--- src/rtl/jcpu_pkg.sv ---
// Shared constants and state type for the instruction stepper.
// Phase encoding matches the sub-step order of the old dual-edge clock pair.
package jcpu_pkg;

  localparam int PHASES = 4;

  localparam logic [1:0] PH_E0   = 2'd0;
  localparam logic [1:0] PH_S    = 2'd1;
  localparam logic [1:0] PH_E2   = 2'd2;
  localparam logic [1:0] PH_IDLE = 2'd3;

  typedef enum logic {
    PREROLL = 1'b0,
    RUN     = 1'b1
  } state_t;

endpackage

--- src/rtl/jphase_gen.sv ---
// Sub-step phase counter with registered enable/set strobes.
// Strobes are computed from the next phase so they change together with phase.
module jphase_gen
  import jcpu_pkg::*;
(
  input  logic       clk,
  input  logic       rst,
  input  logic       en,
  output logic [1:0] phase,
  output logic       clke,
  output logic       clks,
  output logic       wrap_en
);

  logic [1:0] phase_next;

  always_comb begin
    phase_next = phase;
    if (en) phase_next = phase + 2'd1;
  end

  // Reset parks in the idle phase so the first enabled cycle lands on phase 0.
  always_ff @(posedge clk) begin
    if (rst) begin
      phase <= PH_IDLE;
      clke  <= 1'b0;
      clks  <= 1'b0;
    end else begin
      phase <= phase_next;
      clke  <= (phase_next != PH_IDLE);
      clks  <= (phase_next == PH_S);
    end
  end

  assign wrap_en = en && (phase == PH_IDLE);

endmodule

--- src/rtl/jstepper_seq.sv ---
// Instruction stepper: step index/one-hot, instruction boundary pulse and counter.
// Single rising-edge clock; phase generation is delegated to jphase_gen.
module jstepper_seq
  import jcpu_pkg::*;
#(
  parameter  int STEPS = 7,
  parameter  int CNT_W = 16,
  localparam int IDX_W = $clog2(STEPS)
) (
  input  logic             clk,
  input  logic             rst,
  input  logic             en,
  input  logic             end_early,
  output logic [STEPS-1:0] step_oh,
  output logic [IDX_W-1:0] step_idx,
  output logic [1:0]       phase,
  output logic             clke,
  output logic             clks,
  output logic             instr_done,
  output logic [CNT_W-1:0] icount
);

  localparam logic [STEPS-1:0] OH_ONE   = STEPS'(1);
  localparam logic [IDX_W-1:0] IDX_LAST = IDX_W'(STEPS - 1);

  state_t           state, state_next;
  logic             wrap_en;
  logic             wrap;
  logic [IDX_W-1:0] idx_next;

  jphase_gen u_phase (
    .clk     (clk),
    .rst     (rst),
    .en      (en),
    .phase   (phase),
    .clke    (clke),
    .clks    (clks),
    .wrap_en (wrap_en)
  );

  always_ff @(posedge clk) begin
    if (rst) state <= PREROLL;
    else     state <= state_next;
  end

  always_comb begin
    state_next = state;
    case (state)
      PREROLL: if (en) state_next = RUN;
      RUN:     state_next = RUN;
      default: state_next = PREROLL;
    endcase
  end

  // Pre-roll also sits in the idle phase, so wrap_en must be qualified by RUN.
  assign wrap = wrap_en && (state == RUN) && ((step_idx == IDX_LAST) || end_early);

  always_comb begin
    idx_next = step_idx;
    if (state == PREROLL || wrap)  idx_next = '0;
    else if (wrap_en)              idx_next = step_idx + IDX_W'(1);
  end

  always_ff @(posedge clk) begin
    if (rst) begin
      step_idx <= '0;
      step_oh  <= '0;
    end else if (en) begin
      step_idx <= idx_next;
      step_oh  <= OH_ONE << idx_next;
    end
  end

  always_ff @(posedge clk) begin
    if (rst) begin
      instr_done <= 1'b0;
      icount     <= '0;
    end else begin
      instr_done <= wrap;
      if (wrap) icount <= icount + CNT_W'(1);
    end
  end

endmodule
--- config.mk ---
export PLATFORM = sky130hd
export DESIGN_NAME = jstepper_seq
export DESIGN_NICKNAME = d
export VERILOG_FILES = /design/src/rtl/jcpu_pkg.sv /design/src/rtl/jphase_gen.sv /design/src/rtl/jstepper_seq.sv
export SDC_FILE = /design/constraint.sdc
export NUM_CORES = 1
export LEC_CHECK = 0
export CAP_MARGIN = 30
export CORE_MARGIN = 2
export CORE_UTILIZATION = 48
export CTS_CLUSTER_DIAMETER = 60
export DETAILED_ROUTE_END_ITERATION = 6
export PLACE_DENSITY = 0.88
export SYNTH_ARGS = -nofsm -noshare
export SYNTH_HDL_FRONTEND = slang
export SYNTH_SLANG_ARGS = --single-unit
--- constraint.sdc ---
create_clock -name clk -period 2.3 [get_ports clk]
set_clock_uncertainty 0.2 [all_clocks]
set_input_delay 0.23 -clock clk [delete_from_list [all_inputs] [get_ports clk]]
set_output_delay 0.23 -clock clk [all_outputs]
set_load 0.01 [all_outputs]
### Word level (Yosys, flattened, before mapping)

Cells that the tools add are included.

| operators by class | value |
|---|---|
| $add $sub $neg | 3 |
| equal/unequal tests | 4 |
| shift-type cells | 1 |
| mux-type cells | 5 |
| bitwise logic cells | 1 |
| reductions and logical operators | 5 |

Operator list:

| operator | count |
|---|---|
| $add A16 B1 Y16 const B | 1 |
| $shl A1 B3 Y7 const A | 1 |
| $mux W3 | 2 |
| $add A3 B1 Y3 const B | 1 |
| $eq A3 B3 Y1 const B | 1 |
| $logic_and A1 B1 Y1 | 3 |
| $add A2 B1 Y2 const B | 1 |
| $eq A2 B1 Y1 const B | 1 |
| $eq A2 B2 Y1 const B | 1 |
| $logic_or A1 B1 Y1 | 2 |
| $mux W2 | 1 |
| $ne A2 B2 Y1 const B | 1 |
| $pmux W1 S2 | 1 |
| $mux W1 | 1 |
| $not A1 Y1 | 1 |

| word-level totals | value |
|---|---|
| bits in registers | 32 |
| bits of input ports | 4 |
| output and inout port bits | 31 |
| word-level logic and storage cells | 27 |

### Longest topological paths before layout

| depth | value |
|---|---|
| depth in word-level cells | 7 |
| depth in mapped cells | 7 |
| gate-level depth less buffers | 6 |

### Cells and area by module

From an unflattened synthesis, not the netlist that was laid out.

| second synthesis, totals | value |
|---|---|
| cell total of the unflattened synthesis | 163 |
| area, all modules | 1462.7 um^2 |

By module, submodules not included:

| module | instances | cells each | area each (um^2) | seq. area each (um^2) |
|---|---|---|---|---|
| jstepper_seq | 1 | 148 | 1296.2 | 560.5 |
| jphase_gen | 1 | 15 | 166.4 | 80.1 |

### Worst setup path before layout

No wires, ideal clock.

| path | value |
|---|---|
| path kind | reg-to-reg |
| start | register step_idx[0] |
| end | register step_oh[3] |
| setup time | 0.087 ns |
| data arrival time | 1.833 ns |
| data required time | 2.013 ns |
| slack | 0.180 ns |
| cell stages (with the launch flop) | 8 |
| path buffers | 1 |
| period minus slack after synthesis | 2.120 ns |
| cells stage by stage | dfxtp_1 -> clkbuf_1 -> inv_1 -> ha_1 -> a21oi_1 -> o21a_1 -> nand4b_1 -> o31ai_1 |

| between the ends | value |
|---|---|
| longest elaborated chain between the ends | 6 |
| elaborated cells on any way between the ends | 8 |
| those cells by class | add/sub: 1; eq/ne: 1; shift: 1; mux: 2; reduce/logical: 3 |

RTL lines:

| item | line | RTL |
|---|---|---|
| from (decl) | jstepper_seq.sv:15 | `output logic [IDX_W-1:0] step_idx,` |
| from (signal assigned) | jstepper_seq.sv:69 | `step_idx <= idx_next;` |
| branches (longest 4 deep; another with $add A3 B1 Y3) | - |  |
| $mux W3 * | jstepper_seq.sv:60 | `if (state == PREROLL \|\| wrap) idx_next = '0;` |
| $shl A1 B3 Y7 * | jstepper_seq.sv:70 | `step_oh <= OH_ONE << idx_next;` |
| to (signal assigned) | jstepper_seq.sv:70 |  |
| to (decl) | jstepper_seq.sv:14 | `output logic [STEPS-1:0] step_oh,` |

Mark *: on every way between the ends.
A chain may end at the register's enable or synchronous reset.

### Final worst setup path

| path | value |
|---|---|
| start | register u_phase.phase[0] |
| end | register icount[12] |

| between the ends | value |
|---|---|
| longest elaborated chain between the ends | 4 |

RTL lines:

| item | line | RTL |
|---|---|---|
| from (decl) | jphase_gen.sv:9 | `output logic [1:0] phase,` |
| from (signal assigned) | jphase_gen.sv:29 | `phase <= phase_next;` |
| $eq A2 B2 Y1 | jphase_gen.sv:35 | `assign wrap_en = en && (phase == PH_IDLE);` |
| $logic_and A1 B1 Y1 | jphase_gen.sv:35 |  |
| $logic_and A1 B1 Y1 (2 in a row) | jstepper_seq.sv:56 | `assign wrap = wrap_en && (state == RUN) && ((step_idx == IDX_LAST) \|\| end_early);` |
| to (signal assigned) | jstepper_seq.sv:80 | `if (wrap) icount <= icount + CNT_W'(1);` |
| to (decl) | jstepper_seq.sv:20 | `output logic [CNT_W-1:0] icount` |

Every way passes these cells.

==> flow_summary_export.csv <==
group,metric,value,unit
setup_path,required,2.36,ns
route,route.detailed.drc,2,
clock_network,h-tree-depth,2,
yosys,syn_inst,167,
route,dr.pass1.iters,7,
setup_path,timing.rr.start,"u_phase.phase[0]",
pwr,p_leak,0.000671,uW
global_routing,overflow,0,
global_routing,antenna_found_initial,0,
finish,num_antenna_cells,0,
yosys,yosys_register_bits,32,
yosys,async_reset_ff_share,0,%
yosys,synth_edf_count,0,
placed_design,dp_cells,230,
global_routing,grt_usage,20.6,%
timing,rsz0062_at_grt,"false",
min_path,min_to,"step_oh[6]",
clock_network,clkTransAtPathRegs,0.10,ns
finish,fillers,232,
finish,nets,214,
global_routing,grt_max_degree,28,
yosys,synth_nets,175,
yosys,synth_xor_area_share,6.08,%
floorplan,fp.coreArea,2810,um2
yosys,synthMuxAreaShare,0,%
clock_network,clockBufferDepth,2,
clock_network,hold_buffers,0,
clock_network,clkLatencyLatePin,0.33,ns
pwr,ir_drop,0.421,mV
finish,seq_area,641,um2
yosys,synth.top_cell.area_share,44.4,%
finish,fin_cells,238,
yosys,synth_top_cell_by_area,"dfxtp_1",
yosys,syn_avg_cell_area,8.63,um2
yosys,yosysWarnings,0,
timing,slew_viol_final,0,
yosys,synth_compound_area_share,16.2,%
timing,slew_headroom,73.6,%
setup_path,arrival,2.03,ns
yosys,syn_area,1440,um2
clock_network,cts_made_buffers,5,
yosys,synth-main-ff-cell,"dfxtp_1",
setup_path,ff2ff_path_depth,5,
route,wire_per_inst,13.3,um
min_path,hold_depth,2,
finish,multiInputGateArea,758,um2
floorplan,num_rows,19,
timing,fin_crit,1.97,ns
setup_path,start_kind,"flip-flop",
clock_network,root_buffer,"clkbuf_4",
yosys,synth_simple_gate_area_share,26.8,%
setup_path,timing.rr.end,"icount[12]",
route,ant_nets,0,
clock_network,cts_sinks,32,
finish,layout_commonest_cell,"clkdlybuf4s50_1",
yosys,synthDistinctLibCells,35,
flow_run,cap_violations,0,
yosys,synthAdderAreaFrac,3.47,%
timing,fin_setup_tns,0,ns
timing,setup_viol,0,
route,drt_iter0_drc,56,
yosys,synth-seq-area-share,44.4,%
placed_design,port-buffer-count,34,
floorplan,io_pins,35,
route,wl,3170,um
placed_design,globalplace.congestion,0.775,
floorplan,die_w,58.8,um
setup_path,r2r_slack,0.33,ns
clock_network,cts_resized,0,
timing,post-route-period-util,85.6,%
global_routing,grt_pass1_wl,5460,um
setup_path,path_max_fanout,8,
status,violations,"design-rule violations",
route,avgViaCountPerCell,5.56,
yosys,synth_top_family_by_area,"simple AND/OR/NAND/NOR gates",
floorplan,die-area,3460,um2
floorplan,start_util,51.4,%
floorplan,dieHeight,58.8,um
finish,layout_common_cells,"clkdlybuf4s50_1 (34), dfxtp_1 (32), nor2_1 (18)",
clock_network,cts_setup_buffers,0,
clock_network,cts_tree,"built",
min_path,hp-class,"flip-flop to flip-flop",
placed_design,dpl.hpwl,2350,um
timing,worst_pin_slew,0.391,ns
finish,drive_above_1_share,7.73,%
status,status,"finished, violations left",
finish,syn2layout_area_growth,30.8,%
setup_path,path_class,"flip-flop to flip-flop",
pwr,power_density,552,nW/um2
setup_path,end_kind,"flip-flop",
timing,max_freq,508,MHz
yosys,synth.area.top_cells,"dfxtp_1 (44%), a21oi_1 (5.9%), nor2_1 (4.7%), xnor2_1 (4.3%), nand2_1 (4.2%)",
global_routing,grt_pass1_vias,1290,
min_path,min_from,"step_oh[6]",
route,num_vias,1323,
timing,hold_viol_final,0,
-- where the power goes --
part / switching (uW) / total, uW / internal [uW]
clock: 184 / 334 / 151
combinational: 68.7 / 129 / 60.0
sequential: 9.99 / 578 / 568
-- sequential cells by signal (all words and copies together) (netlist names) --
register       flops
step_idx           3
icount            16
u_phase.clke       1
u_phase.clks       1
step_oh            7
instr_done         1
state              1
u_phase.phase      2
-- how the worst max path moves through the flow --
stage                           startpoint    endpoint  slack (ns)  cells after the start
after floorplan                step_idx[0]  step_oh[3]        0.18                      7
after global placement                  en  icount[15]        0.24                      5
after detailed placement                en  icount[15]        0.17                      5
after CTS                 u_phase.phase[0]   icount[3]        0.28                      6
after global routing      u_phase.phase[0]   icount[3]        0.14                      6
final                     u_phase.phase[0]  icount[12]        0.33                      5
-- routing by layer --
metal  GRT usage, %  vias up  part of all wire, %
met5              0        -                    0
met4           8.44        0                  1.5
met3           5.49        7                  4.8
li1               -      670                    -
met1           24.3      613                   44
met2           35.1       33                   49
-- worst max-delay path: stages, from the launching register on --
cell and delay [ns]:
dfxtp_1 0.39, ha_1 0.21, and4_1 0.27, nand4_1 0.26
or3_1 0.43, a21oi_1 0.14
-- cell usage after synthesis (4+ instances only) --
| cell | count |
|---|---|
| or3_1 | 7 |
| a21oi_1 | 17 |
| nand2b_1 | 5 |
| dfxtp_1 | 32 |
| nor2_1 | 18 |
| ha_1 | 4 |
| o31ai_1 | 4 |
| nand2_1 | 16 |
| o21ai_0 | 11 |
| clkbuf_1 | 5 |
| nand3_1 | 5 |
| xnor2_1 | 7 |
-- final cells by class --
cell class	count	area share (%)
inverters	3	0.597
multi-input cells	125	40.2
well taps	31	2.06
flip-flops and latches	32	34.0
clock buffers	8	3.12
repair buffers	39	20.0
-- per-stage QoR --
step	instance area (um2)	hold WS (ns)	util [%]	power (uW)	setup WS [ns]
2_1_floorplan	1440	0.277	-	666	0.180
3_3_place_gp	1830	0.235	65.1	712	0.244
3_5_place_dp	1830	0.246	65.1	719	0.166
4_1_cts	1890	0.268	67.2	1040	0.281
5_1_grt	1890	0.292	67.2	1080	0.136
6_report	1890	0.265	67.2	1040	0.330
-- kinds of logic (layout without fill, tap and decap cells) --
family | after synthesis | count (layout)
flip-flops | 32 | 32
XOR/XNOR | 10 | 10
AO/OA/AOI/OAI | 40 | 40
adder cells (fa/ha/maj) | 4 | 4
buffers and inverters | 10 | 50
AND/OR/NAND/NOR | 71 | 71
Power figures use the tool's default switching activity.
